**config.mk**
```make
export PLATFORM = sky130hd
export DESIGN_NAME = uart_fifo_xrun
export DESIGN_NICKNAME = d
export VERILOG_FILES = /design/src/rtl/uart_fifo_xrun_pkg.sv /design/src/rtl/fifo_ram_sdp.sv /design/src/rtl/uart_fifo_xrun.sv
export SDC_FILE = /design/constraint.sdc
export NUM_CORES = 1
export LEC_CHECK = 0
export ABC_AREA = 1
export ABC_CLOCK_PERIOD_IN_PS = 4200
export CELL_PAD_IN_SITES_DETAIL_PLACEMENT = 0
export CELL_PAD_IN_SITES_GLOBAL_PLACEMENT = 2
export CORE_AREA = 2 2 94 186
export CTS_CLUSTER_SIZE = 16
export DETAILED_ROUTE_END_ITERATION = 12
export DIE_AREA = 0 0 96 188
export PLACE_DENSITY = 0.81
export SLEW_MARGIN = 25
export SYNTH_ARGS = -nofsm -noshare
export SYNTH_HDL_FRONTEND = slang
export SYNTH_HIERARCHICAL = 1
export SYNTH_SLANG_ARGS = --single-unit
```
**constraint.sdc**
```tcl
create_clock -name clk -period 4.2 [get_ports clk]
set_clock_uncertainty 0.15 [all_clocks]
set_input_delay 1.05 -clock clk [delete_from_list [all_inputs] [get_ports clk]]
set_output_delay 1.05 -clock clk [all_outputs]
set_load 0.005 [all_outputs]
```
**src/rtl/uart_fifo_xrun_pkg.sv**
```systemverilog
// Shared helpers for the UART FIFO: overrun-policy names, the policy enum and the
// elaboration-time sizing functions.
package uart_fifo_xrun_pkg;

    localparam string XRUN_KEEP      = "KEEP";
    localparam string XRUN_OVERWRITE = "OVERWRITE";

    typedef enum logic {
        XRUN_POL_KEEP,
        XRUN_POL_OVERWRITE
    } xrun_pol_e;

    function automatic int clog2(input int n);
        int r;
        r = 0;
        while ((1 << r) < n) r++;
        return r;
    endfunction

    function automatic bit is_pow2(input int n);
        return (n >= 2) && ((n & (n - 1)) == 0);
    endfunction

endpackage

```
**src/rtl/fifo_ram_sdp.sv**
```systemverilog
// Simple dual-port RAM: one write port, one registered read port with enable.
// No reset on purpose so the array maps onto block RAM or LUT RAM.
module fifo_ram_sdp #(
    parameter int DATA_WIDTH = 8,
    parameter int DEPTH      = 16,
    parameter int ADDR_W     = 4
) (
    input  logic                  clk,
    input  logic                  we,
    input  logic [ADDR_W-1:0]     waddr,
    input  logic [DATA_WIDTH-1:0] wdata,
    input  logic                  re,
    input  logic [ADDR_W-1:0]     raddr,
    output logic [DATA_WIDTH-1:0] rdata
);

    logic [DATA_WIDTH-1:0] mem [DEPTH];

    always_ff @(posedge clk) begin
        if (we) mem[waddr] <= wdata;
    end

    // Read-before-write on a shared address: the reader sees the old word.
    always_ff @(posedge clk) begin
        if (re) rdata <= mem[raddr];
    end

endmodule

```
**src/rtl/uart_fifo_xrun.sv**
```systemverilog
// Synchronous UART buffering FIFO with occupancy count, almost flags, selectable
// overrun policy and sticky overrun/underrun status.
module uart_fifo_xrun
    import uart_fifo_xrun_pkg::*;
#(
    parameter int    DATA_WIDTH    = 8,
    parameter int    FIFO_SIZE     = 16,
    parameter string XRUN_MODE     = "KEEP",
    parameter int    AFULL_THRESH  = 12,
    parameter int    AEMPTY_THRESH = 4
) (
    input  logic                       clk,
    input  logic                       rst,
    input  logic                       wr,
    input  logic [DATA_WIDTH-1:0]      din,
    input  logic                       rd,
    output logic [DATA_WIDTH-1:0]      dout,
    output logic                       dout_valid,
    output logic [clog2(FIFO_SIZE):0]  dcount,
    output logic                       empty,
    output logic                       full,
    output logic                       aempty,
    output logic                       afull,
    input  logic                       xrun_clr,
    output logic                       ovr,
    output logic                       udr
);

    localparam int FIFO_IDX_W = clog2(FIFO_SIZE);
    localparam int CNT_W      = FIFO_IDX_W + 1;
    localparam xrun_pol_e POLICY = (XRUN_MODE == XRUN_OVERWRITE) ? XRUN_POL_OVERWRITE
                                                                 : XRUN_POL_KEEP;
    localparam logic [CNT_W-1:0] SIZE_C   = CNT_W'(FIFO_SIZE);
    localparam logic [CNT_W-1:0] AFULL_C  = CNT_W'(AFULL_THRESH);
    localparam logic [CNT_W-1:0] AEMPTY_C = CNT_W'(AEMPTY_THRESH);

    if (DATA_WIDTH < 1) begin : g_err_width
        $error("uart_fifo_xrun: DATA_WIDTH must be >= 1");
    end
    if (!is_pow2(FIFO_SIZE)) begin : g_err_size
        $error("uart_fifo_xrun: FIFO_SIZE must be a power of two >= 2");
    end
    if (XRUN_MODE != XRUN_KEEP && XRUN_MODE != XRUN_OVERWRITE) begin : g_err_mode
        $error("uart_fifo_xrun: XRUN_MODE must be KEEP or OVERWRITE");
    end
    if (AFULL_THRESH < 1 || AFULL_THRESH > FIFO_SIZE) begin : g_err_afull
        $error("uart_fifo_xrun: AFULL_THRESH out of range");
    end
    if (AEMPTY_THRESH < 0 || AEMPTY_THRESH >= FIFO_SIZE) begin : g_err_aempty
        $error("uart_fifo_xrun: AEMPTY_THRESH out of range");
    end

    logic [FIFO_IDX_W-1:0] wr_ptr_reg, rd_ptr_reg;
    logic [CNT_W-1:0]      count_reg;
    logic                  dout_valid_reg, ovr_reg, udr_reg;
    logic                  dout_zero_reg;
    logic [DATA_WIDTH-1:0] ram_rdata;

    logic rd_acc, wr_acc, wr_ovw, ovr_evt, udr_evt, ram_we, ram_re;

    // Flags come only from the registered count, never from the requests.
    assign empty  = (count_reg == '0);
    assign full   = (count_reg == SIZE_C);
    assign aempty = (count_reg <= AEMPTY_C);
    assign afull  = (count_reg >= AFULL_C);

    assign rd_acc  = rd && !empty;
    assign wr_acc  = wr && (!full || rd_acc);
    assign ovr_evt = wr && full && !rd_acc;
    assign wr_ovw  = ovr_evt && (POLICY == XRUN_POL_OVERWRITE);
    assign udr_evt = rd && empty;
    assign ram_we  = (wr_acc || wr_ovw) && !rst;
    assign ram_re  = rd_acc && !rst;

    fifo_ram_sdp #(
        .DATA_WIDTH (DATA_WIDTH),
        .DEPTH      (FIFO_SIZE),
        .ADDR_W     (FIFO_IDX_W)
    ) u_ram (
        .clk   (clk),
        .we    (ram_we),
        .waddr (wr_ptr_reg),
        .wdata (din),
        .re    (ram_re),
        .raddr (rd_ptr_reg),
        .rdata (ram_rdata)
    );

    always_ff @(posedge clk) begin
        if (rst) begin
            wr_ptr_reg     <= '0;
            rd_ptr_reg     <= '0;
            count_reg      <= '0;
            dout_valid_reg <= 1'b0;
            ovr_reg        <= 1'b0;
            udr_reg        <= 1'b0;
            dout_zero_reg  <= 1'b1;
        end else begin
            if (ram_we) wr_ptr_reg <= wr_ptr_reg + FIFO_IDX_W'(1);
            // Overwrite advances the read side too, discarding the oldest word.
            if (rd_acc || wr_ovw) rd_ptr_reg <= rd_ptr_reg + FIFO_IDX_W'(1);
            if (wr_acc && !rd_acc)
                count_reg <= count_reg + CNT_W'(1);
            else if (rd_acc && !wr_acc)
                count_reg <= count_reg - CNT_W'(1);
            dout_valid_reg <= rd_acc;
            if (rd_acc) dout_zero_reg <= 1'b0;
            ovr_reg <= ovr_evt || (ovr_reg && !xrun_clr);
            udr_reg <= udr_evt || (udr_reg && !xrun_clr);
        end
    end

    // The RAM has no reset, so dout reads as zero until the first accepted read.
    assign dout       = dout_zero_reg ? '0 : ram_rdata;
    assign dout_valid = dout_valid_reg;
    assign dcount     = count_reg;
    assign ovr        = ovr_reg;
    assign udr        = udr_reg;

`ifdef FORMAL
    logic [FIFO_IDX_W-1:0] ptr_diff;
    assign ptr_diff = wr_ptr_reg - rd_ptr_reg;

    always @(posedge clk) begin
        if (!rst) begin
            assert (full ? (ptr_diff == '0) : (count_reg == {1'b0, ptr_diff}));
            assert (!(full && empty));
            assert (count_reg <= SIZE_C);
        end
    end
`endif

endmodule

```
* After elaboration in Yosys (flattened, before gate mapping) *
Memory sizes are Yosys's and may differ from the RTL's. A register that Yosys moved wholly into a read port is not among the register bits.
Cells that the tools add are included.

storage, ports and cells
  flip-flop bits (word level) = 17
  bits in latches = 0
  RAM bits = 128
  memory bits (read-only) = 0
  output and inout port bits = 20
  word-level logic and storage cells = 42
  memories kept = 1

cells by class
  add/sub/neg operators = 4
  multiply operators = 0
  divide/modulo/power cells = 0
  magnitude comparators = 2
  eq/ne operators = 1
  shift operators = 0
  muxes and demuxes = 5
  bitwise gates (word level) = 0
  reduce and logical (&&, ||, !) cells = 22

memories
  memory     words  bits a word  read ports  clocked after memory_dff  wr ports  line                RTL
  u_ram.mem  16     8            1           1                         1         fifo_ram_sdp.sv:17  logic [DATA_WIDTH-1:0] mem [DEPTH];

operators with widths
  cell                   count
  $logic_and A1 B1 Y1    11
  $mux W5                2
  $add A4 B1 Y4 const B  2
  $mux W8                1
  $logic_not A1 Y1       6
  $add A5 B1 Y5 const B  1
  $eq A5 B5 Y1 const B   1
  $ge A5 B4 Y1 const B   1
  $le A5 B3 Y1 const B   1
  $logic_not A5 Y1       1
  $sub A5 B1 Y5 const B  1
  $logic_or A1 B1 Y1     3
  $mux W1                2
  $reduce_bool A2 Y1     1

* Logic depth before layout (Yosys ltp) *
  depth after elaboration = 9
  gate-level depth with buffers = 13
  mapped depth without buffers = 13

* By module *
The synthesis kept the hierarchy.

by module, submodules not included
  module          times used  cells an instance  area each (µm²)  sequential area each (µm²)
  fifo_ram_sdp    1           551                5846.9           4083.9
  uart_fifo_xrun  1           139                984.7            340.3

* Least setup slack after synthesis *
Ideal clock, no wire load.

  path type = input to register
  from = input rd
  to = register count_reg[3] (netlist: dcount[3])
  library setup time = 109 ps
  data arrival time = 2451 ps
  path slack = 1490 ps
  stages = 13
  buffers on the path = 0
  cells stage by stage = inv_1 > nand4_2 > nand2_2 > inv_2 > ha_1 > inv_1 > ha_1 > a21oi_1 > a21oi_1 > nor2_1 > nand2_1 > nand2_1 > inv_1

between the ends
  cells in the longest elaborated chain, start to end = 6
  elaborated cells on any way between the ends = 9
  classes of those cells = 1 x mux; 8 x reduce/logical

RTL lines
  item                                 line                   RTL
  start: declaration                   uart_fifo_xrun.sv:16   input logic rd,
  $logic_and A1 B1 Y1 (*)              uart_fifo_xrun.sv:67   assign rd_acc = rd && !empty;
  $logic_or A1 B1 Y1                   uart_fifo_xrun.sv:68   assign wr_acc = wr && (!full || rd_acc);
  $logic_and A1 B1 Y1                  uart_fifo_xrun.sv:68
  $logic_not A1 Y1                     uart_fifo_xrun.sv:104  else if (rd_acc && !wr_acc)
  $logic_and A1 B1 Y1                  uart_fifo_xrun.sv:104
  $reduce_bool A2 Y1 (no source line)  n/a
  end signal: assignment               uart_fifo_xrun.sv:103  count_reg <= count_reg + CNT_W'(1);
  end signal: assignment               uart_fifo_xrun.sv:105  count_reg <= count_reg - CNT_W'(1);
  end: declaration                     uart_fifo_xrun.sv:54   logic [CNT_W-1:0] count_reg;

Mark *: on every way between the ends. The rest lies on a longest branch, timed or not.
A chain may end at the register's enable or synchronous reset.

* Worst setup path in the final report *
Ends and elaborated chain as after synthesis.

==> impl_metrics.json <==
{
  "nNetsFinal": 745,
  "largest_reg_flops": 128,
  "hpwl_microns": 11500,
  "postCtsResizedCells": 0,
  "leakage_uw": 0.00337,
  "post-route-period-util_pct": 71.7,
  "place_congestion": 0.803,
  "ys.flop_type": "edfxtp_1",
  "mostFrequentLayoutCell": "nand2_1",
  "fin_area_sq_um": 7950,
  "n_antenna_cell": 0,
  "grt_pass1_wl_microns": 26000,
  "post-place-ws_ns": 0.754,
  "setup_viol": 0,
  "wl_per_cell_microns": 18.0,
  "remaining_drc_errors": 0,
  "numCtsBuffers": 17,
  "critPathLaunchType": "input port",
  "cts_tree": "built",
  "fin_util_pct": 47.6,
  "fmax_mhz": 332,
  "die_w_microns": 96,
  "synth_cell_type_count": 28,
  "ys_seq_area_share_pct": 64.8,
  "core_sq_um": 16700,
  "max_cap_violations": 0,
  "crit_buf_inv": 5,
  "grt_pass1_vias": 4703,
  "final_cell_mix": "nand2_1, edfxtp_1, inv_1, nand3_1, nor2_1",
  "crit_slowest_cell": "clkdlybuf4s50_1",
  "grt_usage_pct": 20.2,
  "synth_compound_area_share_pct": 1.45,
  "cpLargestDelayFamily": "buffers and inverters",
  "h-tree-depth": 4,
  "cp_cell_sequence": "clkdlybuf4s50_1 > inv_1 > nand4_2 > nand2_2 > inv_2 > ha_1 > inv_1 > ha_1 > a21oi_1 > a21oi_1 > nor2_1 > nand2_1 > nand2_1 > inv_1",
  "regMostFlops": "u_ram/mem",
  "tns_ns": 0,
  "overflow": 0,
  "layout-drive-gt1-share_pct": 7.45,
  "status": "completed",
  "viasPerCell": 4.91,
  "synth_top_cell_by_area": "edfxtp_1",
  "cts.sinks": 153,
  "yosysWarningCount": 6,
  "synthAdderAreaFrac_pct": 1.39,
  "start_util_pct": 41.0,
  "synth_mux_area_share_pct": 0,
  "path_clk_slew_ns": 0.06,
  "die_h_microns": 188,
  "route.vias.total": 4637,
  "syn_to_final_growth_pct": 16.4,
  "port_buffers": 32,
  "synthesis.instances": 690,
  "grt_antenna_before_repair": 0,
  "cts-root-buf": "clkbuf_16",
  "cts_setup_buffers": 0,
  "crit_fanout": 4,
  "synth_edf_count": 136,
  "drt_iter0_markers": 261,
  "synth.area.top_cells": "edfxtp_1, nand2_1, nand3_1",
  "antenna_left": 0,
  "synthesis.area_sq_um": 6830,
  "die-area_sq_um": 18000,
  "synth_nets": 710,
  "synth_xor_xnor_area_share_pct": 0.769,
  "post_dp_cell_area_sq_um": 7320,
  "endpoint_kind": "flip-flop",
  "slew_violations": 0,
  "routed_wl_microns": 17000,
  "async_flop_share_pct": 0,
  "avgSynthCellArea_sq_um": 9.90,
  "synth_seq_cells": 153,
  "maxSlewHeadroom_pct": 37.0,
  "dr.pass1.iters": 5,
  "setup_ws_ns": 1.19,
  "clk_latency_ns": 0.42,
  "fp-row-count": 67,
  "critPathRequiredTime_ns": 4.37,
  "worstMarginPinSlew_ns": 0.946,
  "path_common_cell": "inv_1",
  "clk_path_buf_depth": 2,
  "cts_hold_buf": 0,
  "hold_viol": 0,
  "grt_max_degree": 69,
  "synth_top_family_by_area": "simple AND/OR/NAND/NOR gates",
  "hold_ws_ns": 0.339,
  "crit_type": "input port to flip-flop",
  "hold_path_class": "flip-flop to flip-flop",
  "arrival_ns": 3.18,
  "critPathMaxStageDelay_ns": 0.47,
  "synth-simple-area-share_pct": 22.0,
  "fin_crit_ns": 3.01,
  "ios": 33,
  "peakVddDrop_mv": 0.348,
  "netlist.area_leader.share_pct": 59.8,
  "rsz0062_at_grt": "false",
  "cellPowerDensity_nw_per_um2": 577
}
-- report_power, final --
group / internal (uW) / switching, uW / total [uW]
sequential: 1740 / 75.5 / 1820
clock: 1010 / 610 / 1620
combinational: 402 / 741 / 1140
total: 3160 / 1430 / 4590
-- cell families after synthesis --
kind of cell	after synthesis
DFF	153
buffers and inverters	154
adders and majority gates	7
xor gates and xnor gates	6
AOI/OAI and AO/OA	19
and+or+nand+nor	351
-- cells in the mapped netlist, types with 2 or more instances --
| library cell | count |
|---|---|
| xnor2_1 | 2 |
| nand3_1 | 106 |
| a21oi_1 | 12 |
| inv_1 | 122 |
| edfxtp_1 | 136 |
| clkbuf_1 | 2 |
| buf_4 | 4 |
| nand4_1 | 2 |
| nand2_1 | 197 |
| nand3b_1 | 2 |
| ha_1 | 6 |
| o21ai_0 | 5 |
| xor2_1 | 4 |
| nor2_4 | 2 |
| inv_2 | 4 |
| buf_2 | 14 |
| nor2_1 | 38 |
| buf_6 | 6 |
| dfxtp_1 | 17 |
-- metrics by stage --
step                total power [uW]  std cells
floorplan                       2580        690
global placement                2990        913
detailed placement              3010        913
CTS                             4630        945
global route                    4820        945
finish                          4590        945
-- worst min-delay path: stages (launching register included) --
cell,delay (ns)
dfxtp_1,0.32
nand2_1,0.07
a21oi_1,0.06
-- metal layers --
| metal | up-vias | part of all wire [%] | global-route usage (%) |
|---|---|---|---|
| met4 | 0 | 3.5 | 8.41 |
| met3 | 25 | 3.3 | 3.66 |
| li1 | 2285 | - | - |
| met5 | - | 0 | 0 |
| met1 | 2216 | 36 | 21.5 |
| met2 | 111 | 57 | 37.4 |
-- cell type report --
cell class,count,area (sq um)
Clock inverter,14,194
Sequential cell,153,4430
Tap cell,207,259
Inverter,127,479
Clock buffer,18,439
Timing Repair Buffer,43,403
Multi-Input combinational cell,383,1750
Fill cell,1543,8730
-- final timing paths --
check | startpoint | end | slack [ns] | depth (start not counted)
worst max-delay path | rd | dcount[3] | 1.19 | 14
worst min-delay path | ovr | ovr | 0.34 | 2
worst max register to register | dcount[0] | dcount[3] | 1.82 | 13
worst min register to register | ovr | ovr | 0.34 | 2
Power figures use the tool's default switching activity.
